===== src/rtl/fixed_pkg.sv =====
// Shared definitions for the Q24.8 fixed-point arithmetic blocks:
// default widths, saturation limits and the divider state encoding.
package fixed_pkg;

  localparam int unsigned DATA_W     = 32;
  localparam int unsigned FRACT_BITS = 8;

  localparam logic [31:0] Q_MAX = 32'h7FFF_FFFF;
  localparam logic [31:0] Q_MIN = 32'h8000_0000;

  typedef enum logic [1:0] {
    IDLE = 2'd0,
    RUN  = 2'd1,
    DONE = 2'd2
  } div_state_t;

endpackage


===== src/rtl/fixed_div_step.sv =====
// One restoring radix-2 division step on unsigned magnitudes.
// The partial remainder is shifted left with the next dividend bit appended.
// The divisor is then subtracted when it fits, which produces quotient bit 1.
module fixed_div_step #(
  parameter int unsigned W = 33
) (
  input  logic [W-1:0] rem_i,
  input  logic [W-1:0] dvs_i,
  input  logic         bit_i,
  output logic [W-1:0] rem_o,
  output logic         q_o
);

  logic [W:0] shifted;

  // The incoming remainder is always below the divisor, so the difference fits in W bits.
  assign shifted = {rem_i, bit_i};
  assign q_o     = (shifted >= {1'b0, dvs_i});
  assign rem_o   = q_o ? W'(shifted - {1'b0, dvs_i}) : shifted[W-1:0];

endmodule


===== src/rtl/fixed_64_div.sv =====
// Sequential signed Q24.8 / Q24.8 -> Q24.8 divider. It computes one quotient bit
// per clock with a restoring algorithm on magnitudes, and uses a valid/ready
// handshake on both sides. The result saturates to Q_MAX/Q_MIN on overflow or
// divide-by-zero.
// Optional: define FIXED_DIV_ROUND_NEAREST_EN to run one extra guard iteration
// and round the magnitude half away from zero. With the macro undefined, the
// result is truncated toward zero.
module fixed_64_div
  import fixed_pkg::*;
#(
  parameter int unsigned DATA_W     = fixed_pkg::DATA_W,
  parameter int unsigned FRACT_BITS = fixed_pkg::FRACT_BITS
) (
  input  logic              clk,
  input  logic              rst,
  input  logic              in_valid,
  output logic              in_ready,
  input  logic [DATA_W-1:0] dividend,
  input  logic [DATA_W-1:0] divisor,
  output logic              out_valid,
  input  logic              out_ready,
  output logic [DATA_W-1:0] quotient,
  output logic              div_by_zero,
  output logic              overflow
);

  localparam int unsigned N     = DATA_W + FRACT_BITS;
`ifdef FIXED_DIV_ROUND_NEAREST_EN
  // One extra quotient bit below the LSB acts as the rounding guard.
  localparam int unsigned STEPS = N + 1;
  localparam int unsigned SHIFT = FRACT_BITS + 1;
`else
  localparam int unsigned STEPS = N;
  localparam int unsigned SHIFT = FRACT_BITS;
`endif
  localparam int unsigned CNT_W = $clog2(STEPS);
  // DATA_W+1-bit magnitudes keep |-2^(DATA_W-1)| exact.
  localparam int unsigned MAG_W = DATA_W + 1;

  localparam logic [STEPS-1:0] POS_LIM = STEPS'(Q_MAX);
  localparam logic [STEPS-1:0] NEG_LIM = STEPS'(Q_MIN);

  div_state_t         state_q, state_d;
  logic               sign_q, sign_d;
  logic [STEPS-1:0]   dvd_q, dvd_d;
  logic [MAG_W-1:0]   dvs_q, dvs_d;
  logic [MAG_W-1:0]   rem_q, rem_d;
  logic [STEPS-2:0]   quo_q, quo_d;
  logic [CNT_W-1:0]   cnt_q, cnt_d;
  logic [DATA_W-1:0]  quot_q, quot_d;
  logic               dbz_q, dbz_d;
  logic               ovf_q, ovf_d;

  logic [MAG_W-1:0]   dvd_ext, dvs_ext;
  logic [MAG_W-1:0]   dvd_mag, dvs_mag;
  logic [MAG_W-1:0]   step_rem;
  logic               step_q;
  logic [STEPS-1:0]   raw_mag, res_mag;
  logic [DATA_W-1:0]  sat_quot;
  logic               sat_ovf;

  // Restoring step for the current iteration; it consumes the dividend MSB.
  fixed_div_step #(.W(MAG_W)) u_step (
    .rem_i (rem_q),
    .dvs_i (dvs_q),
    .bit_i (dvd_q[STEPS-1]),
    .rem_o (step_rem),
    .q_o   (step_q)
  );

  // Operand magnitudes, sign-extended by one bit so -2^(DATA_W-1) negates exactly.
  always_comb begin
    dvd_ext = {dividend[DATA_W-1], dividend};
    dvs_ext = {divisor[DATA_W-1], divisor};
    dvd_mag = dividend[DATA_W-1] ? (~dvd_ext) + MAG_W'(1) : dvd_ext;
    dvs_mag = divisor[DATA_W-1]  ? (~dvs_ext) + MAG_W'(1) : dvs_ext;
  end

  // Final magnitude (with optional rounding), then sign application and saturation.
  always_comb begin
    raw_mag = {quo_q, step_q};
`ifdef FIXED_DIV_ROUND_NEAREST_EN
    res_mag = {1'b0, raw_mag[STEPS-1:1]} + STEPS'(raw_mag[0]);
`else
    res_mag = raw_mag;
`endif
    sat_ovf = 1'b0;
    if (!sign_q && (res_mag > POS_LIM)) begin
      sat_quot = Q_MAX;
      sat_ovf  = 1'b1;
    end else if (sign_q && (res_mag > NEG_LIM)) begin
      sat_quot = Q_MIN;
      sat_ovf  = 1'b1;
    end else if (sign_q) begin
      // A zero magnitude negates to zero, so -0 cannot appear.
      sat_quot = (~res_mag[DATA_W-1:0]) + DATA_W'(1);
    end else begin
      sat_quot = res_mag[DATA_W-1:0];
    end
  end

  // Next-state logic: operand capture, iteration control and the result handshake.
  always_comb begin
    // NOTE: every variable gets a default first, so no branch can infer a latch.
    state_d = state_q;
    sign_d  = sign_q;
    dvd_d   = dvd_q;
    dvs_d   = dvs_q;
    rem_d   = rem_q;
    quo_d   = quo_q;
    cnt_d   = cnt_q;
    quot_d  = quot_q;
    dbz_d   = dbz_q;
    ovf_d   = ovf_q;
    unique case (state_q)
      IDLE: begin
        if (in_valid) begin
          sign_d = dividend[DATA_W-1] ^ divisor[DATA_W-1];
          dvd_d  = STEPS'({dvd_mag, {SHIFT{1'b0}}});
          dvs_d  = dvs_mag;
          rem_d  = '0;
          quo_d  = '0;
          cnt_d  = CNT_W'(STEPS - 1);
          ovf_d  = 1'b0;
          if (divisor == '0) begin
            dbz_d   = 1'b1;
            quot_d  = dividend[DATA_W-1] ? Q_MIN : Q_MAX;
            state_d = DONE;
          end else begin
            dbz_d   = 1'b0;
            state_d = RUN;
          end
        end
      end
      RUN: begin
        rem_d = step_rem;
        dvd_d = {dvd_q[STEPS-2:0], 1'b0};
        quo_d = {quo_q[STEPS-3:0], step_q};
        if (cnt_q == '0) begin
          quot_d  = sat_quot;
          ovf_d   = sat_ovf;
          state_d = DONE;
        end else begin
          cnt_d = cnt_q - CNT_W'(1);
        end
      end
      DONE: begin
        if (out_ready) state_d = IDLE;
      end
      default: state_d = IDLE;
    endcase
  end

  // State registers with synchronous active-high reset.
  always_ff @(posedge clk) begin
    // NOTE: non-blocking assignments so every register samples pre-edge values.
    if (rst) begin
      state_q <= IDLE;
      sign_q  <= 1'b0;
      dvd_q   <= '0;
      dvs_q   <= '0;
      rem_q   <= '0;
      quo_q   <= '0;
      cnt_q   <= '0;
      quot_q  <= '0;
      dbz_q   <= 1'b0;
      ovf_q   <= 1'b0;
    end else begin
      state_q <= state_d;
      sign_q  <= sign_d;
      dvd_q   <= dvd_d;
      dvs_q   <= dvs_d;
      rem_q   <= rem_d;
      quo_q   <= quo_d;
      cnt_q   <= cnt_d;
      quot_q  <= quot_d;
      dbz_q   <= dbz_d;
      ovf_q   <= ovf_d;
    end
  end

  assign in_ready    = (state_q == IDLE);
  assign out_valid   = (state_q == DONE);
  assign quotient    = quot_q;
  assign div_by_zero = dbz_q;
  assign overflow    = ovf_q;

endmodule

===== config.mk =====
export PLATFORM = sky130hd
export DESIGN_NAME = fixed_64_div
export DESIGN_NICKNAME = d
export VERILOG_FILES = /design/src/rtl/fixed_pkg.sv /design/src/rtl/fixed_div_step.sv /design/src/rtl/fixed_64_div.sv
export SDC_FILE = /design/constraint.sdc
export NUM_CORES = 1
export LEC_CHECK = 0
export ABC_AREA = 0
export CAP_MARGIN = 20
export CORE_MARGIN = 2
export CORE_UTILIZATION = 42
export CTS_CLUSTER_SIZE = 12
export DETAILED_ROUTE_END_ITERATION = 6
export GPL_TIMING_DRIVEN = 0
export PLACE_DENSITY_LB_ADDON = 0.12
export REMOVE_ABC_BUFFERS = 1
export SLEW_MARGIN = 20
export SYNTH_ARGS = -nofsm -noshare
export SYNTH_HDL_FRONTEND = slang
export SYNTH_SLANG_ARGS = --single-unit

===== constraint.sdc =====
create_clock -name clk -period 5.87 [get_ports clk]
set_input_delay 1.761 -clock clk [delete_from_list [all_inputs] [get_ports clk]]
set_output_delay 1.761 -clock clk [all_outputs]
set_load 0.02 [all_outputs]

* Yosys cells after proc, flatten, opt, wreduce, memory -nomap -nowiden
Index checks and enable logic that the tools add are counted.
** Word-level totals
- Flip-flop bits (word level) :: 188
- Input bits :: 68
- Output and inout bits :: 36
** Cells by class
- $add $sub $neg :: 5
- Order comparisons :: 3
- Eq/ne operators :: 7
- Mux-type cells :: 31
- Bitwise logic cells :: 4
- Reductions and logical operators :: 13
** Operator list (number)
- two-way mux 32 bit :: 8
- two-way mux 33 bit :: 3
- one-hot mux 40 bit (2 select lines) :: 1
- one-hot mux 39 bit (2 select lines) :: 1
- one-hot mux 33 bit (2 select lines) :: 1
- adder 32 x 1 -> 32 bit, second input constant :: 2
- NOT 32 bit :: 2
- one-hot mux 32 bit (2 select lines) :: 1
- greater-than comparator 40 x 31 -> 1 bit, second input constant :: 1
- greater-than comparator 40 x 32 -> 1 bit, second input constant :: 1
- two-way mux 40 bit :: 1
- two-way mux 39 bit :: 1
- greater-or-equal comparator 34 x 33 -> 1 bit :: 1
- adder 33 x 1 -> 33 bit, second input constant :: 1
- NOT 33 bit :: 1
- subtractor 33 bit :: 1
- zero test 32 bit :: 1
- two-way mux 6 bit :: 2
- one-hot mux 6 bit (2 select lines) :: 1
- AND reduction 3 bit :: 3
- two-way mux 2 bit :: 4
- zero test 6 bit :: 1
- inequality test 2 bit, second input constant :: 3
- one-hot mux 2 bit (3 select lines) :: 1
- other kinds (13) :: 20

* Longest topological paths before layout
Gate-level depths: netlist of run 1.
- Depth after elaboration :: 8
- Gate-level depth with buffers :: 20

* Hierarchy
From an unflattened synthesis of run 1, not the netlist that was laid out.
** Unflattened totals
- Cell total of the unflattened synthesis :: 1445
- Area total of the unflattened synthesis :: 11033.1 sq um
** Modules (own cells, without submodules)
- fixed_64_div :: times used 1, cells an instance 1079, area each 8644.5 sq um
- fixed_div_step :: times used 1, cells an instance 366, area each 2388.5 sq um

* Worst setup path after synthesis of run 1
No wires, ideal clock.
- Path type :: in2reg
- Start point :: in divisor[0]
- End point :: reg quot_q[21] (netlist: quotient[21])
- Library setup time :: 119 ps
- Arrival time :: 3945 ps
- Data required time :: 5751 ps
- Path slack :: 1806 ps
- Cell stages on the path :: 11
- Cell sequence :: inv_1 -> ha_1 -> or3b_2 -> or4_1 -> nor4_4 -> o21ai_2 -> nor2b_1 -> buf_6 -> buf_6 -> a221oi_2 -> nand2_1
** Between the ends
- Cells in the longest elaborated chain, start to end :: 3
** RTL lines
- start, declared :: line fixed_64_div.sv:19 : input logic [DATA_W-1:0] divisor,
- zero test 32 bit :: line fixed_64_div.sv:125 : if (divisor == '0) begin
- inequality test 2 x 1 -> 1 bit (no line)
- AND reduction 4 bit (no line)
- end signal, assigned :: line fixed_64_div.sv:176 : quot_q <= quot_d;
- end, declared :: line fixed_64_div.sv:50 : logic [DATA_W-1:0] quot_q, quot_d;
No other way between the ends.
A chain may end at the register's enable or synchronous reset.

* Final worst setup path of run 1
- Start point :: reg dvs_q[5]
- End point :: reg quot_q[30] (netlist: quotient[30])
** Between the ends
- Cells in the longest elaborated chain, start to end :: 8
- Elaborated cells between the ends (all ways) :: 12
- Those cells by class :: add/sub: 1; order compare: 3; mux: 5; bitwise: 1; reduce/logical: 2
** RTL lines
- start, declared :: line fixed_64_div.sv:46 : logic [MAG_W-1:0] dvs_q, dvs_d;
- start signal, assigned :: line fixed_64_div.sv:172 : dvs_q <= dvs_d;
- greater-or-equal comparator 34 x 33 -> 1 bit (*) :: line fixed_div_step.sv:18 : assign q_o = (shifted >= {1'b0, dvs_i});
- NOT 32 bit :: line fixed_64_div.sv:96 : sat_quot = (~res_mag[DATA_W-1:0]) + DATA_W'(1);
- adder 32 x 1 -> 32 bit :: line fixed_64_div.sv:96
- two-way mux 32 bit :: line fixed_64_div.sv:94 : end else if (sign_q) begin
- two-way mux 32 bit :: line fixed_64_div.sv:91 : end else if (sign_q && (res_mag > NEG_LIM)) begin
- two-way mux 32 bit (*) :: line fixed_64_div.sv:88 : if (!sign_q && (res_mag > POS_LIM)) begin
- two-way mux 32 bit (*) :: line fixed_64_div.sv:139 : if (cnt_q == '0) begin
- one-hot mux 32 bit (2 select lines) (*) :: line fixed_64_div.sv:115 : unique case (state_q)
Every way passes the cells marked *; elsewhere a longest branch is shown, timed or not. The select of a mux whose other input is x is not followed.

==> reports/metrics.cfg, run 1 <==
[run_status]
status = completed

[clock_network]
path_clk_slew_ps = 80
cts_made_buffers = 17
hold_buffers = 0
numClockSinks = 180
clk_latency_ps = 450
cts.path.max_buffers = 2
root_buffer = clkbuf_16
htree_levels = 4
cts_setup_buffers = 0
cts_tree = built

[floorplan]
chipWidth_um = 166
fp.coreArea_mm2 = 0.0259
die_area_mm2 = 0.0275
rows = 59
start_util_pct = 42.4
ios = 104
die_h_um = 166

[global_routing]
grt_pass1_vias = 9706
grt_max_degree = 79
grt_use_total_pct = 21.2
grt-ovfl-total = 0
antenna_found_initial = 0
grt_pass1_wl_um = 48900

[setup_path]
cp-startpoint = dvs_q[5]
critical_path_arrival_ps = 5770
crit_fanout = 30
critical_path_class = register to register
start_kind = register
rr_startpoint = dvs_q[5]
crit_path_end_kind = register
crit_required_ps = 6260

[timing]
fin_crit_sh_pct = 91.6
fin_ws_ps = 493
period_needed_ps = 5380
holdWs_ps = 456
finalSetupViolCount = 0
fin_skew_ps = 9.70
report.final.hold_viol_count = 0
drv_slew = 0
worst_pin_slew_ps = 934
max_freq_ghz = 0.186
rsz0062_at_grt = no
slew_headroom_pct = 37.5

[drt]
drc = 0
ant_nets = 0
routed_wl_um = 30100
drt-pass1-iter-count = 5
num_vias = 10500
avgRoutedWirePerCell_um = 16.8
viasPerCell = 5.88
drtIter0Drc = 820

[placement]
dp.cells = 1760
dpl_worst_slack_ps = -674
hpwlAfterDp_um = 20800
port_buffers = 103
gp_congestion = 0.872

[power]
vdd_drop_max_uv = 172
p_per_area_mw_per_mm2 = 346
power_leakage_nw = 4.70

[run]
cap_violations = 0

[yosys]
synth_top_cell_area_share_pct = 32.8
yosys_warnings = 0
yosys-top-cells-area = dfxtp_1 (33%), a21oi_1 (5.6%), nand2_1 (4.8%)
synth_edf_count = 0
seq_area_frac_synth_pct = 32.8
ys.flop_type = dfxtp_1
synth.distinct_cells = 81
synthCells = 1402
synth_area_mm2 = 0.0110
avgSynthCellArea_um2 = 7.84
synth_top_cell_by_area = dfxtp_1
ys_seq_elements = 180
async_flop_share_pct = 0

[min_path]
hp-class = register to register
hold_start = quotient[24]

[layout]
antenna_cells = 0
fin_cells = 1793
nFillCells = 2593
fin_nets = 1552
final_cell_mix = dfxtp_1 (180), nand2_1 (140), a21oi_1 (123)
areaGrowthSynthToFinish_pct = 17.9
utilization_pct = 50.0
final_common_cell = dfxtp_1
drive_above_1_share_pct = 6.72

-- metal layers --
metal | up-vias | routed length (um) | global-route usage (%)
met2 | 283 | 13500 | 33.8
met1 | 4968 | 14800 | 30.0
met3 | 40 | 1420 | 3.07
met5 | - | 0 | 0
met4 | 0 | 495 | 5.52
li1 | 5243 | - | -
-- through the flow --
stage	total power, mW	cell area [um2]	TNS (ps)
global placement	3.20	12100	-435520
finish	4.49	13000	0
global route	4.76	13000	0
floorplan	2.69	10600	0
CTS	4.46	13000	0
detailed placement	3.25	12300	-5920
-- registers in the layout, indices dropped and copies added (netlist names) --
name and count:
quo_q 39, dvs_q 33, rem_q 33, dvd_q 32
quotient 32, cnt_q 6, state_q 2, div_by_zero 1
overflow 1, sign_q 1
-- synth_stat cells (all sizes together), types with 5 or more instances --
cell type,number
a21oi,125
nand3,62
a32oi,9
ha,38
nand4,11
a22o,12
or4,15
a31oi,11
clkbuf,59
nor2b,8
a221oi,17
a21o,15
o41ai,6
nand3b,5
mux2i,11
o21ai,88
a22oi,41
o31ai,23
nand2,142
o21a,5
nor4,25
dfxtp,180
nor2,116
o22ai,8
mux2,8
and2,7
buf,32
xnor2,35
xor2,51
or2,6
or3,11
o311ai,9
o211ai,14
nor3,35
inv,55
nand2b,16
and3,5
a211oi,47
-- cell families after synthesis --
logic type	Yosys count	share of synthesized area, %
simple gates	475	21.3
compound gates	456	27.4
flops	180	32.8
buf+inv	147	5.35
xor+xnor	86	6.85
fa+ha+maj	39	4.51
mux	19	1.82
-- worst paths after layout --
check	endpoint	cells past startpoint	slack [ps]
min	quotient[24]	2	460
min reg2reg	quotient[24]	2	460
max	quotient[30]	15	490
max reg2reg	quotient[30]	15	490
-- final cells by class --
class | instances | area (um2) | area share [%]
clock buffer | 18 | 439 | 3.39
clock inverter | 14 | 176 | 1.36
inverter | 56 | 215 | 1.66
multi-input combinational | 1076 | 6880 | 53.0
sequential | 180 | 3600 | 27.8
tap | 335 | 419 | 3.23
timing repair buffer | 114 | 1230 | 9.52
-- power breakdown --
part / total (mW) / internal [mW] / switching, mW
logic: 1.87 / 0.729 / 1.14
clock network: 1.22 / 0.689 / 0.531
registers: 1.40 / 1.33 / 0.0747
-- repair_timing --
action                                  CTS  global route
pin swaps                                 0             1
gates cloned                              0             1
endpoints found under the setup margin   21            10
resized for setup                         2             3
-- worst max-delay path, cell delays in order (launching register included) --
cell and delay, ps:
dfxtp_1 330, inv_1 60, ha_1 360, and2_1 230, a221oi_1 340, a21oi_1 150
o2111ai_1 520, nand3_4 460, inv_6 410, ha_1 360, nand2b_1 110, nor4_2 530
a21o_2 410, nand2_1 300, o311ai_0 530, a22o_1 210
No activity file was read; power rests on OpenSTA's default activity.
==> inputs of run 2 (changes only) <==
--- a/config.mk
+++ b/config.mk
@@ -8,11 +8,12 @@
 export ABC_AREA = 0
 export CAP_MARGIN = 20
 export CORE_MARGIN = 2
-export CORE_UTILIZATION = 42
+export CORE_UTILIZATION = 50
 export CTS_CLUSTER_SIZE = 12
 export DETAILED_ROUTE_END_ITERATION = 6
 export GPL_TIMING_DRIVEN = 0
-export PLACE_DENSITY_LB_ADDON = 0.12
+export HOLD_SLACK_MARGIN = 0.02
+export PLACE_DENSITY_LB_ADDON = 0.1
 export REMOVE_ABC_BUFFERS = 1
 export SLEW_MARGIN = 20
 export SYNTH_ARGS = -nofsm -noshare
==> run 2 against run 1 <==
Effect of this change: sequential power about the same; non-clock buffer count increased by 1; largest power group unchanged; routed wire length decreased by 2.6%; clock skew decreased by 3.3 ps; sequential cell count unchanged; critical path depth unchanged; critical endpoint is now quotient[14].
==> reports/metrics.cfg, run 2 (same netlist as run 1, synthesis figures left out) <==
[clock_network]
numClockSinks = 180
htree_levels = 4
path_clk_slew_ps = 70
clk_latency_ps = 430
hold_buffers = 0
root_buffer = clkbuf_16
cts_setup_buffers = 0
cts.path.max_buffers = 2
cts_tree = built
cts_made_buffers = 17

[floorplan]
ios = 104
chipWidth_um = 152
die_h_um = 152
fp.coreArea_mm2 = 0.0217
start_util_pct = 50.7
rows = 54
die_area_mm2 = 0.0232

[min_path]
hp-class = register to register

[timing]
finalSetupViolCount = 0
fin_crit_sh_pct = 92.1
max_freq_ghz = 0.185
report.final.hold_viol_count = 0
period_needed_ps = 5410
worst_pin_slew_ps = 1090
fin_skew_ps = 6.36
slew_headroom_pct = 27.1
drv_slew = 0
rsz0062_at_grt = no

[drt]
routed_wl_um = 29300
num_vias = 10500
met3_wirelength_um = 1440
routedLengthMet1_um = 14000
drt-pass1-iter-count = 5
avgRoutedWirePerCell_um = 16.9
wl_met2_um = 13300
viasPerCell = 6.06
drtIter0Drc = 811
routed.top_layer = met4
ant_nets = 0
drc = 0

[global_routing]
grt-ovfl-total = 0
grt_use_total_pct = 24.7
grt_pass1_vias = 9684
antenna_found_initial = 0
grt_pass1_wl_um = 48200
grt_max_degree = 86

[layout]
final_common_cell = dfxtp_1
fin_nets = 1554
areaGrowthSynthToFinish_pct = 17.2
antenna_cells = 0
largest_register = quo_q
largest_reg_flops = 39
final_cell_mix = dfxtp_1 (180), nand2_1 (140), a21oi_1 (123)
drive_above_1_share_pct = 6.71
utilization_pct = 59.4
top_regs = quo_q x39, dvs_q x33, rem_q x33
nFillCells = 2047

[setup_path]
critical_path_arrival_ps = 5780
critical-path-top-delay-family = compound AO/OA/AOI/OAI gates
slowest_delay_ps = 540
crit_path_end_kind = register
start_kind = register
crit_required_ps = 6250
critical_path_class = register to register
path_cells = inv_1 -> ha_1 -> a211oi_1 -> o21ai_0 -> a311o_1 -> a31oi_2 -> nand3_4 -> inv_6 -> ha_1 -> nand2b_1 -> nor4_2 -> a21o_1 -> nand2_1 -> o311ai_1 -> a22o_1
critPathSlowestCell = o311ai_1
cp.buffers_inverters = 2
crit_fanout = 30
critPathMostFrequentCell = ha_1

[placement]
hpwlAfterDp_um = 20300
gp_congestion = 0.897
port_buffers = 103

[power]
power_leakage_nw = 4.69
vdd_drop_max_uv = 178
finalPower_mw = 4.41
p_per_area_mw_per_mm2 = 342

[run_status]
status = completed

[run]
cap_violations = 0

==> run 2: layer usage <==
metal	global-route usage, %	up-vias
met3	3.10	39
li1	-	5273
met5	0	-
met1	35.1	4950
met4	8.06	0
met2	38.9	283
==> run 2: power by group <==
part | internal [mW] | switching, mW | leakage [nW]
logic | 0.736 | 1.15 | 2.95
clock network | 0.604 | 0.512 | 0.278
registers | 1.33 | 0.0756 | 1.47
total | 2.67 | 1.74 | 4.69
==> run 2: area by class of cell <==
cell class                      count  area [um2]  area share [%]
Multi-Input combinational cell   1077        6890            53.4
Clock buffer                       19         443            3.44
Sequential cell                   180        3600            28.0
Timing Repair Buffer              115        1260            9.80
Inverter                           56         215            1.67
Tap cell                          280         350            2.72
Clock inverter                     13         126           0.981
==> run 2: timing repair <==
item,CTS,global route
cloned,0,2
resized for setup,2,3
setup endpoints to repair,20,13
pin swaps,0,1
==> run 2: worst paths after layout <==
| check | to | start | cells past startpoint | slack (ps) |
|---|---|---|---|---|
| worst max register to register | quotient[14] | dvs_q[27] | 15 | 460 |
| worst min register to register | quotient[24] | quotient[24] | 2 | 450 |
| worst min-delay path | quotient[24] | quotient[24] | 2 | 450 |
| worst max-delay path | quotient[14] | dvs_q[27] | 15 | 460 |
==> run 2: per-stage QoR <==
| stage | area (um2) | setup slack [ps] | hold slack (ps) | TNS [ps] | instances |
|---|---|---|---|---|---|
| 2_1_floorplan | 10600 | 152 | 426 | 0 | 1311 |
| 3_3_place_gp | 12000 | -4630 | 435 | -399670 | 1694 |
| 3_5_place_dp | 12300 | -644 | 442 | -5870 | 1706 |
| 4_1_cts | 12900 | 52.3 | 459 | 0 | 1738 |
| 5_1_grt | 12900 | 85.2 | 486 | 0 | 1740 |
| 6_report | 12900 | 465 | 452 | 0 | 1740 |
==> run 2: tightest hold or removal path: stages, from the launching register on <==
cell and delay [ps]:
dfxtp_1 320, nand2_1 40, o21ai_0 50
==> inputs of run 3 (changes only) <==
--- a/config.mk
+++ b/config.mk
@@ -6,7 +6,6 @@
 export NUM_CORES = 1
 export LEC_CHECK = 0
 export ABC_AREA = 0
-export CAP_MARGIN = 20
 export CORE_MARGIN = 2
 export CORE_UTILIZATION = 50
 export CTS_CLUSTER_SIZE = 12
==> results of run 3 <==
No change in the layout: final DEF, timing and power equal those of run 2.
